--- src/rtl/paddle_accel.sv ---
// paddle_accel: clamped, accelerating paddle with look-ahead collision sensing, updated once per frame
module paddle_accel #(
  parameter int XLOC_START   = 320,
  parameter int YLOC_START   = 400,
  parameter int XHALF        = 5,
  parameter int YHALF        = 2,
  parameter int XMIN         = 8,
  parameter int XMAX         = 631,
  parameter int YMIN         = 8,
  parameter int YMAX         = 471,
  parameter int VMAX         = 4,
  parameter int ACCEL_FRAMES = 8
)(
  input  logic       clk,
  input  logic       rst,
  input  logic       pixpulse,
  input  logic [9:0] hcount,
  input  logic [9:0] vcount,
  input  logic       empty,
  input  logic       move,
  input  logic [3:0] move_dir,
  output logic       draw_paddle,
  output logic [9:0] xloc,
  output logic [9:0] yloc,
  output logic [3:0] speed,
  output logic [3:0] blocked
);
  localparam logic [3:0] VM = 4'(VMAX);
  logic [9:0] xloc_q, xloc_d, yloc_q, yloc_d;
  logic [3:0] speed_q, speed_d, blocked_q, blocked_d, pending_q, pending_d, last_q, last_d, step, hit;
  logic [7:0] streak_q, streak_d;
  logic [3:0][3:0] free_q, free_d, room;
  logic [3:0][10:0] dm1;
  logic valid_q, valid_d, fs, rows, cols;
  logic signed [10:0] h, v, lft, rgt, top, bot;
  function automatic logic [3:0] sat(input logic signed [10:0] r);
    return r < 0 ? 4'd0 : r > 11'sd15 ? 4'd15 : r[3:0];
  endfunction
  function automatic logic [3:0] min4(input logic [3:0] a, input logic [3:0] b);
    return a < b ? a : b;
  endfunction
  assign fs = pixpulse && hcount == 10'd0 && vcount == 10'd0;
  assign h = 11'(hcount);
  assign v = 11'(vcount);
  assign draw_paddle = 11'(hcount) + 11'(XHALF) >= 11'(xloc_q) && 11'(hcount) <= 11'(xloc_q) + 11'(XHALF) &&
                       11'(vcount) + 11'(YHALF) >= 11'(yloc_q) && 11'(vcount) <= 11'(yloc_q) + 11'(YHALF);
  assign xloc = xloc_q;
  assign yloc = yloc_q;
  assign speed = speed_q;
  assign blocked = blocked_q;
  always_comb begin
    room[0] = sat(11'(xloc_q) - 11'(XHALF + XMIN));
    room[1] = sat(11'(YMAX - YHALF) - 11'(yloc_q));
    room[2] = sat(11'(XMAX - XHALF) - 11'(xloc_q));
    room[3] = sat(11'(yloc_q) - 11'(YHALF + YMIN));
    step = '0;
    for (int i = 0; i < 4; i++)
      if (valid_q && pending_q[i]) step = min4(min4(speed_q, free_q[i]), room[i]);
    xloc_d = fs ? xloc_q + (pending_q[2] ? 10'(step) : 10'd0) - (pending_q[0] ? 10'(step) : 10'd0) : xloc_q;
    yloc_d = fs ? yloc_q + (pending_q[1] ? 10'(step) : 10'd0) - (pending_q[3] ? 10'(step) : 10'd0) : yloc_q;
    // bands follow the position that will be drawn this frame, so the FS pixel is sensed against the new spot
    lft = 11'(xloc_d) - 11'(XHALF);
    rgt = 11'(xloc_d) + 11'(XHALF);
    top = 11'(yloc_d) - 11'(YHALF);
    bot = 11'(yloc_d) + 11'(YHALF);
    rows = v >= top && v <= bot;
    cols = h >= lft && h <= rgt;
    dm1[0] = lft - h - 11'd1;
    dm1[1] = v - bot - 11'd1;
    dm1[2] = h - rgt - 11'd1;
    dm1[3] = top - v - 11'd1;
    for (int i = 0; i < 4; i++) begin
      hit[i] = ((i % 2 == 1) ? cols : rows) && dm1[i] < 11'(VMAX);
      free_d[i] = fs ? VM : free_q[i];
      if (pixpulse && !empty && hit[i] && 4'(dm1[i]) < free_d[i]) free_d[i] = 4'(dm1[i]);
      blocked_d[i] = fs ? free_q[i] == 4'd0 : blocked_q[i];
    end
    pending_d = fs ? 4'd0 : (pixpulse && move && $onehot(move_dir)) ? move_dir : pending_q;
    valid_d = valid_q | fs;
    speed_d = speed_q;
    streak_d = streak_q;
    last_d = last_q;
    if (fs) begin
      last_d = step != 4'd0 ? pending_q : 4'd0;
      if (pending_q == 4'd0 || step == 4'd0 || pending_q != last_q) begin
        speed_d = 4'd1;
        streak_d = '0;
      end else if (streak_q + 8'd1 == 8'(ACCEL_FRAMES - 1)) begin
        speed_d = speed_q < VM ? speed_q + 4'd1 : VM;
        streak_d = '0;
      end else begin
        streak_d = streak_q + 8'd1;
      end
    end
  end
  always_ff @(posedge clk) begin
    if (rst) begin
      xloc_q <= 10'(XLOC_START);
      yloc_q <= 10'(YLOC_START);
      speed_q <= 4'd1;
      blocked_q <= '0;
      pending_q <= '0;
      last_q <= '0;
      streak_q <= '0;
      free_q <= {4{VM}};
      valid_q <= 1'b0;
    end else begin
      xloc_q <= xloc_d;
      yloc_q <= yloc_d;
      speed_q <= speed_d;
      blocked_q <= blocked_d;
      pending_q <= pending_d;
      last_q <= last_d;
      streak_q <= streak_d;
      free_q <= free_d;
      valid_q <= valid_d;
    end
  end
endmodule
--- config.mk ---
export PLATFORM = sky130hd
export DESIGN_NAME = paddle_accel
export DESIGN_NICKNAME = d
export VERILOG_FILES = /design/src/rtl/paddle_accel.sv
export SDC_FILE = /design/constraint.sdc
export NUM_CORES = 1
export LEC_CHECK = 0
export ABC_AREA = 0
export CORE_UTILIZATION = 60
export DETAILED_ROUTE_END_ITERATION = 6
export MAX_ROUTING_LAYER = met4
export PLACE_DENSITY = 0.8
export SYNTH_ARGS = -nofsm -noshare
export SYNTH_HDL_FRONTEND = slang
export SYNTH_SLANG_ARGS = --single-unit
--- constraint.sdc ---
create_clock -name clk -period 21.2 [get_ports clk]
set_input_delay 5.3 -clock clk [delete_from_list [all_inputs] [get_ports clk]]
set_output_delay 5.3 -clock clk [all_outputs]
set_load 0.02 [all_outputs]
==> results of run 1 <==
[final timing paths]
check | cells past startpoint | to | from | slack, ns
worst max-delay path | 14 | draw_paddle | vcount[1] | 6.87
worst min-delay path | 2 | blocked[1]$_SDFFE_PP0P_ | blocked[1]$_SDFFE_PP0P_ | 0.46
worst max register to register | 38 | free_q[5]$_SDFF_PP0_ | xloc[0]$_SDFF_PP0_ | 10.57
worst min register to register | 2 | blocked[1]$_SDFFE_PP0P_ | blocked[1]$_SDFFE_PP0P_ | 0.46
[power by group through the flow]
stage / Clock [W] / Sequential (W) / Combinational [W]
floorplan: 0 / 0.000118 / 0.0000467
global placement: 0 / 0.000118 / 0.0000676
detailed placement: 0 / 0.000118 / 0.0000693
CTS: 0.000152 / 0.000116 / 0.0000698
global route: 0.000157 / 0.000116 / 0.0000785
finish: 0.000152 / 0.000116 / 0.0000710
[per-layer routing]
layer | track usage | vias to the layer above
li1 | - | 5476
met1 | 0.500 | 5328
met3 | 0.0351 | 58
met2 | 0.568 | 493
met5 | - | -
met4 | 0.106 | 0
[registers in the layout, indices dropped and copies added, names as in the netlist]
signal / cells
free_q: 16
xloc: 10
yloc: 10
streak_q: 8
blocked: 4
last_q: 4
pending_q: 4
speed: 4
valid_q: 1
[final cells by class]
| cell class | count | area [µm²] |
|---|---|---|
| Timing Repair Buffer | 65 | 631 |
| Multi-Input combinational cell | 1233 | 9310 |
| Clock inverter | 7 | 73.8 |
| Sequential cell | 61 | 1220 |
| Tap cell | 229 | 287 |
| Inverter | 165 | 619 |
| Fill cell | 1577 | 5840 |
| Clock buffer | 9 | 225 |
[through the flow]
| step | power [W] | hold slack (ns) | utilization | setup slack (ns) |
|---|---|---|---|---|
| after CTS | 0.000338 | 0.457 | 0.679 | 6.88 |
| after detailed placement | 0.000188 | 0.449 | 0.663 | 6.92 |
| after floorplan | 0.000164 | 0.465 | - | 8.28 |
| final | 0.000339 | 0.457 | 0.679 | 6.87 |
| after global placement | 0.000186 | 0.444 | 0.663 | 6.99 |
| after global routing | 0.000351 | 0.469 | 0.679 | 6.65 |
[synthesized netlist by cell type, types with 4 or more instances]
cell / instances / area share
and3_1: 15 / 0.0083
ha_1: 211 / 0.23
nand2b_1: 22 / 0.012
nand3b_1: 8 / 0.0053
a32o_1: 5 / 0.0044
o211a_1: 7 / 0.0062
o21a_1: 29 / 0.019
o31ai_1: 5 / 0.0033
nor4bb_1: 4 / 0.0035
xor2_1: 22 / 0.017
o21bai_1: 8 / 0.0053
o22ai_1: 5 / 0.0028
mux2_2: 6 / 0.0060
o2111ai_1: 13 / 0.010
or2_2: 4 / 0.0022
xnor2_1: 80 / 0.062
nor3_1: 42 / 0.019
nor2b_1: 19 / 0.011
nand3_1: 36 / 0.016
nand2_1: 104 / 0.035
a211oi_1: 18 / 0.012
a21o_1: 45 / 0.030
and4_1: 7 / 0.0054
a31oi_1: 9 / 0.0050
mux2i_1: 11 / 0.0097
or3_1: 5 / 0.0028
nor2_1: 103 / 0.034
a21boi_0: 6 / 0.0040
fa_1: 13 / 0.023
clkbuf_1: 23 / 0.0076
o221ai_1: 6 / 0.0046
buf_1: 4 / 0.0013
o311ai_1: 4 / 0.0031
inv_1: 164 / 0.054
a21oi_1: 106 / 0.047
a2111oi_0: 7 / 0.0054
nand4_1: 16 / 0.0088
dfxtp_1: 61 / 0.11
nor3b_1: 10 / 0.0066
a211o_1: 8 / 0.0062
nor4_1: 25 / 0.014
o211ai_1: 17 / 0.011
and2_1: 11 / 0.0061
o21ai_0: 84 / 0.037
buf_2: 6 / 0.0027
[layout by cell type, fill, tap and decap left out, types with 17 or more instances in the layout]
master / synthesis / routed
a211oi_1: 18 / 18
a21o_1: 45 / 45
a21oi_1: 106 / 106
clkdlybuf4s50_1: 0 / 57
dfxtp_1: 61 / 61
ha_1: 211 / 211
inv_1: 164 / 164
nand2_1: 104 / 104
nand2b_1: 22 / 22
nand3_1: 36 / 36
nor2_1: 103 / 103
nor2b_1: 19 / 19
nor3_1: 42 / 42
nor4_1: 25 / 25
o211ai_1: 17 / 17
o21a_1: 29 / 29
o21ai_0: 84 / 84
xnor2_1: 80 / 80
xor2_1: 22 / 22
[logic make-up after synthesis]
family	Yosys count	share of synthesized area
mux	18	0.0170
fa+ha+maj	224	0.256
flops	61	0.108
simple gates	460	0.215
buf+inv	202	0.0693
compound gates	429	0.256
xor+xnor	102	0.0790
[worst reg2reg max path: cells and delay by family (launching register included)]
kind | cells | cell delay (ns)
AO/OA/AOI/OAI | 15 | 3.94
AND/OR/NAND/NOR | 10 | 2.17
adder cells (fa/ha/maj) | 5 | 1.99
buffers and inverters | 4 | 0.80
flip-flops | 1 | 0.74
multiplexers | 2 | 0.61
XOR/XNOR | 2 | 0.30
==> out/qor.txt, run 1 <==
Post-CTS Hold Fix Bufs -> 0
Clock power frac -> 0.450
Layout Nets -> 1788
RePlAce Congestion -> 0.991
Crit-path cells -> clkdlybuf4s50_1 > inv_1 > ha_1 > nor2b_1 > o21a_1 > o21a_1 > o21a_1 > o21a_1 > o21a_1 > o21a_1 > o21ai_0 > a221oi_1 > nor4_1 > clkdlybuf4s50_1
Full die area -> 0.0194 mm²
Logic gate share of total power -> 0.209
Post-DP HPWL -> 26.9 mm
Uppermost layer routed -> met4
Clk slew on worst S/H paths -> 0.06 ns
First-pass GRT wire length -> 55.4 mm
DR vias -> 11.4k
Ys async rst share -> 0
Root Buffer -> clkbuf_16
Chip width -> 139 µm
Post-CTS Setup Inserts -> 0
Internal -> 0.000237 W
Arrival time worst endpoint -> 9.03 ns
H-tree Lvls -> 3
Worst Path Required -> 15.90 ns
Layout Skew -> 0.0101 ns
WL met1 -> 15.6 mm
Worst slew pin tran -> 1.09 ns
Net switching power figure -> 0.000102 W
Post-Syn Instances -> 1496
Slowest CP cell -> clkdlybuf4s50_1
Synthesis-to-finish area growth -> 9.33%
Router iterations before antenna repair -> 7
Port Buffer Count -> 57
Static Leak -> 5.66 nW
Post_cts resized -> 0
Part of the cycle the worst path needs -> 0.676
Run status -> finished clean
Antenna Cells -> 0
Sequential cell area fraction in the yosys report -> 0.108
Mapped Area -> 0.0113 mm²
VDD IR max -> 33.2 µV
Via density -> 6.42
Placed cell areas -> 0.0121 mm²
YS warnings -> 0
CP bufs+invs -> 3
Design area -> 0.0124 mm²
CP Capture Type -> output port
Setup Viol. Count Final -> 0
CP Class -> in -> out
P per Cell Area -> 27.4 mW/mm²
Fin. max-slew vios -> 0
Routed WL -> 34.4 mm
Initial antenna violation count -> 0
Crit path max-delay family -> buffers and inverters
Clock Path Buffers -> 2
CP dominant cell by count -> o21a_1
DRT iter0 DRCs -> 1040
CTS tree -> yes
Gr usage total -> 0.365
Avg Inst Size Synth -> 7.56 µm²
Sequential power share -> 0.341
Setup tns final -> 0 ns
MaxCap Viol Count -> 0
Vias in the first global route -> 10.7k
Maximum number of pins on one net before global-route repair -> 44
Worst skew pair latency -> 0.35 ns
Synthesis-stage register bit count -> 61
Remaining global-route overflow -> 0
Critical path peak fanout -> 8
Die H -> 139 µm
RSZ-0062 raised after global routing -> false
TritonCTS buffer count -> 9
Startpoint types -> primary input
Fmax -> 69.8 MHz
Worst path max stage delay -> 0.73 ns
Switching part of the total -> 0.300
Slew headroom -> 0.263
Post-synth cell types -> 96
Fin. Hold Viols -> 0
Syn_nets -> 1749
Met2 wire len -> 15.3 mm
Ys flop type -> dfxtp_1
Post-Place Cells -> 1753
Core Box Area -> 0.0182 mm²
Initial Utilization -> 0.621
IO Pins -> 58
Row count -> 49
Antenna-violating nets left -> 0
Proportion of layout cells with a drive suffix above 1 -> 0.0396
Final cell count without fillers -> 1769
Hold Path Class -> reg -> reg
Fin crit period -> 14.33 ns
DRC viols -> 0
Post-synth EDFFs -> 0
Wire length per cell -> 19.4 µm
Met3 routed WL -> 2.82 mm
Clock sinks -> 61
(Power assumes the default switching activity.)
==> inputs of run 2 (changes only) <==
- clock period: 21.2 -> 13.9 ns (I/O delays scaled with it)
==> out/qor.txt, run 2 (synthesized netlist as in run 1, its figures left out) <==
Full die area -> 0.0194 mm² (unchanged)
RSZ-0062 raised after global routing -> false (unchanged)
Clock sinks -> 61 (unchanged)
VDD IR max -> 46.2 µV (was 33.2 µV)
CP dominant cell by count -> o21a_1 (unchanged)
Static Leak -> 5.66 nW (about the same)
Worst skew pair latency -> 0.35 ns (about the same)
Layout fillers -> 1601 (was 1577)
Core Box Area -> 0.0182 mm² (unchanged)
Initial Utilization -> 0.621 (unchanged)
Post-CTS Setup Inserts -> 0 (unchanged)
TritonCTS buffer count -> 9 (unchanged)
First-pass GRT wire length -> 55.3 mm (was 55.4 mm)
Layout Skew -> 0.00806 ns (was 0.0101 ns)
Via density -> 6.44 (was 6.42)
Met3 Use GR -> 0.0492 (was 0.0351)
Register area -> 0.00122 mm² (unchanged)
Worst path max stage delay -> 0.70 ns (was 0.73 ns)
Synthesis-to-finish area growth -> 9.43% (was 9.33%)
Final cell count without fillers -> 1769 (unchanged)
Multi-input logic area -> 0.00931 mm² (unchanged)
Critical path peak fanout -> 8 (unchanged)
MaxCap Viol Count -> 0 (unchanged)
Fmax -> 93.4 MHz
Proportion of layout cells with a drive suffix above 1 -> 0.0396 (unchanged)
DRC viols -> 0 (unchanged)
Fin crit period -> 10.71 ns
Run status -> finished clean (unchanged)
Routed WL -> 34.3 mm (was 34.4 mm)
Initial antenna violation count -> 0 (unchanged)
RePlAce Congestion -> 1.00 (was 0.991)
Most common cell after layout, fill and taps aside -> ha_1 (unchanged)
DR vias -> 11.4k (about the same)
Setup tns final -> 0 ns (unchanged)
Chip width -> 139 µm (unchanged)
Setup Viol. Count Final -> 0 (unchanged)
Part of the cycle the worst path needs -> 0.771
Fin. max-slew vios -> 0 (unchanged)
H-tree Lvls -> 3 (unchanged)
Row count -> 49 (unchanged)
Clock Path Buffers -> 2 (unchanged)
CP Class -> in -> out (unchanged)
Crit path max-delay family -> buffers and inverters (unchanged)
Gr usage total -> 0.367 (was 0.365)
Slew headroom -> 0.325 (was 0.263)
Remaining global-route overflow -> 0 (unchanged)
P per Cell Area -> 42.0 mW/mm² (was 27.4 mW/mm²)
Met2 usage -> 0.567 (was 0.568)
Vias in the first global route -> 10.7k (about the same)
Worst Path Required -> 10.43 ns (was 15.90 ns)
Worst slew pin tran -> 0.999 ns (was 1.09 ns)
Reg with most FFs -> free_q (unchanged)
Grt met1 use -> 0.489 (was 0.500)
Antenna Cells -> 0 (unchanged)
Root Buffer -> clkbuf_16 (unchanged)
DRT iter0 DRCs -> 1052 (was 1040)
Fin. Hold Viols -> 0 (unchanged)
CTS tree -> yes (unchanged)
Arrival time worst endpoint -> 7.23 ns (was 9.03 ns)
Layout Nets -> 1788 (unchanged)
Maximum number of pins on one net before global-route repair -> 44 (unchanged)
IO Pins -> 58 (unchanged)
Hold Path Class -> reg -> reg (unchanged)
Commonest cells after routing, fill and taps aside -> ha_1, inv_1, a21oi_1 (unchanged)
Die H -> 139 µm (unchanged)
GR peak layer -> met2 (unchanged)
Startpoint types -> primary input (unchanged)
CP bufs+invs -> 3 (unchanged)
Post-Place Cells -> 1753 (unchanged)
Crit-path cells -> clkdlybuf4s50_1 > inv_1 > ha_1 > nor2b_1 > o21a_1 > o21a_1 > o21a_1 > o21a_1 > o21a_1 > o21a_1 > o21ai_0 > a221oi_1 > nor4_1 > clkdlybuf4s50_1 (unchanged)
Post-CTS Hold Fix Bufs -> 0 (unchanged)
Clk slew on worst S/H paths -> 0.05 ns (was 0.06 ns)
Port Buffer Count -> 57 (unchanged)
Antenna-violating nets left -> 0 (unchanged)
Wire length per cell -> 19.4 µm (about the same)
Post-DP HPWL -> 26.7 mm (was 26.9 mm)
Slowest CP cell -> clkdlybuf4s50_1 (unchanged)
Max reg flops -> 16 (unchanged)
CP Capture Type -> output port (unchanged)
Post_cts resized -> 0 (unchanged)
Router iterations before antenna repair -> 7 (unchanged)
## run 2: cell types whose count changed in the layout (fill, tap and decap cells not counted), sizes merged
cell | before | now
clkbuf | 9 | 10
clkinv | 3 | 2
clkinvlp | 1 | 2
inv | 167 | 166
## run 2: path summary, 6_finish.rpt
kind | from | end | slack, ns | cells after the start
worst max-delay path | vcount[1] | draw_paddle | 3.19 | 14
worst max register to register | xloc[0]$_SDFF_PP0_ | free_q[5]$_SDFF_PP0_ | 3.56 | 38
worst min-delay path | blocked[1]$_SDFFE_PP0P_ | blocked[1]$_SDFFE_PP0P_ | 0.46 | 2
worst min register to register | blocked[1]$_SDFFE_PP0P_ | blocked[1]$_SDFFE_PP0P_ | 0.46 | 2
## run 2: per-layer routing
metal | vias to the layer above | part of all wire
met4 | 0 | 0.030
met3 | 86 | 0.078
met1 | 5345 | 0.45
li1 | 5487 | -
met5 | - | 0
met2 | 466 | 0.44
## run 2: worst min-delay path, cell delays in order, from the launching register on
cell     delay (ns)
dfxtp_1        0.31
nand2_1        0.05
a21oi_1        0.05
## run 2: power breakdown
group          total [W]  leakage, nW  switching, W  internal, W
Combinational   0.000108         5.02     0.0000613    0.0000467
Clock           0.000235        0.145     0.0000904     0.000145
Sequential      0.000177        0.492    0.00000129     0.000175
Total           0.000520         5.66      0.000153     0.000367
## run 2: area by class of cell
class | instances | share of cell area
well taps | 229 | 0.0231
clock buffers | 10 | 0.0193
multi-input cells | 1233 | 0.752
inverters | 165 | 0.0500
flip-flops and latches | 61 | 0.0986
repair buffers | 65 | 0.0509
clock inverters | 6 | 0.00576
## run 2: per-stage QoR
| stage | hold slack (ns) | total power, W | worst slack (ns) | instance area (µm²) | util |
|---|---|---|---|---|---|
| CTS | 0.455 | 0.000519 | 3.24 | 12400 | 0.680 |
| floorplan | 0.465 | 0.000251 | 4.63 | 11300 | - |
| global route | 0.467 | 0.000539 | 3.05 | 12400 | 0.680 |
| detailed placement | 0.447 | 0.000287 | 3.25 | 12100 | 0.663 |
| finish | 0.455 | 0.000520 | 3.19 | 12400 | 0.680 |
| global placement | 0.444 | 0.000284 | 3.33 | 12100 | 0.663 |
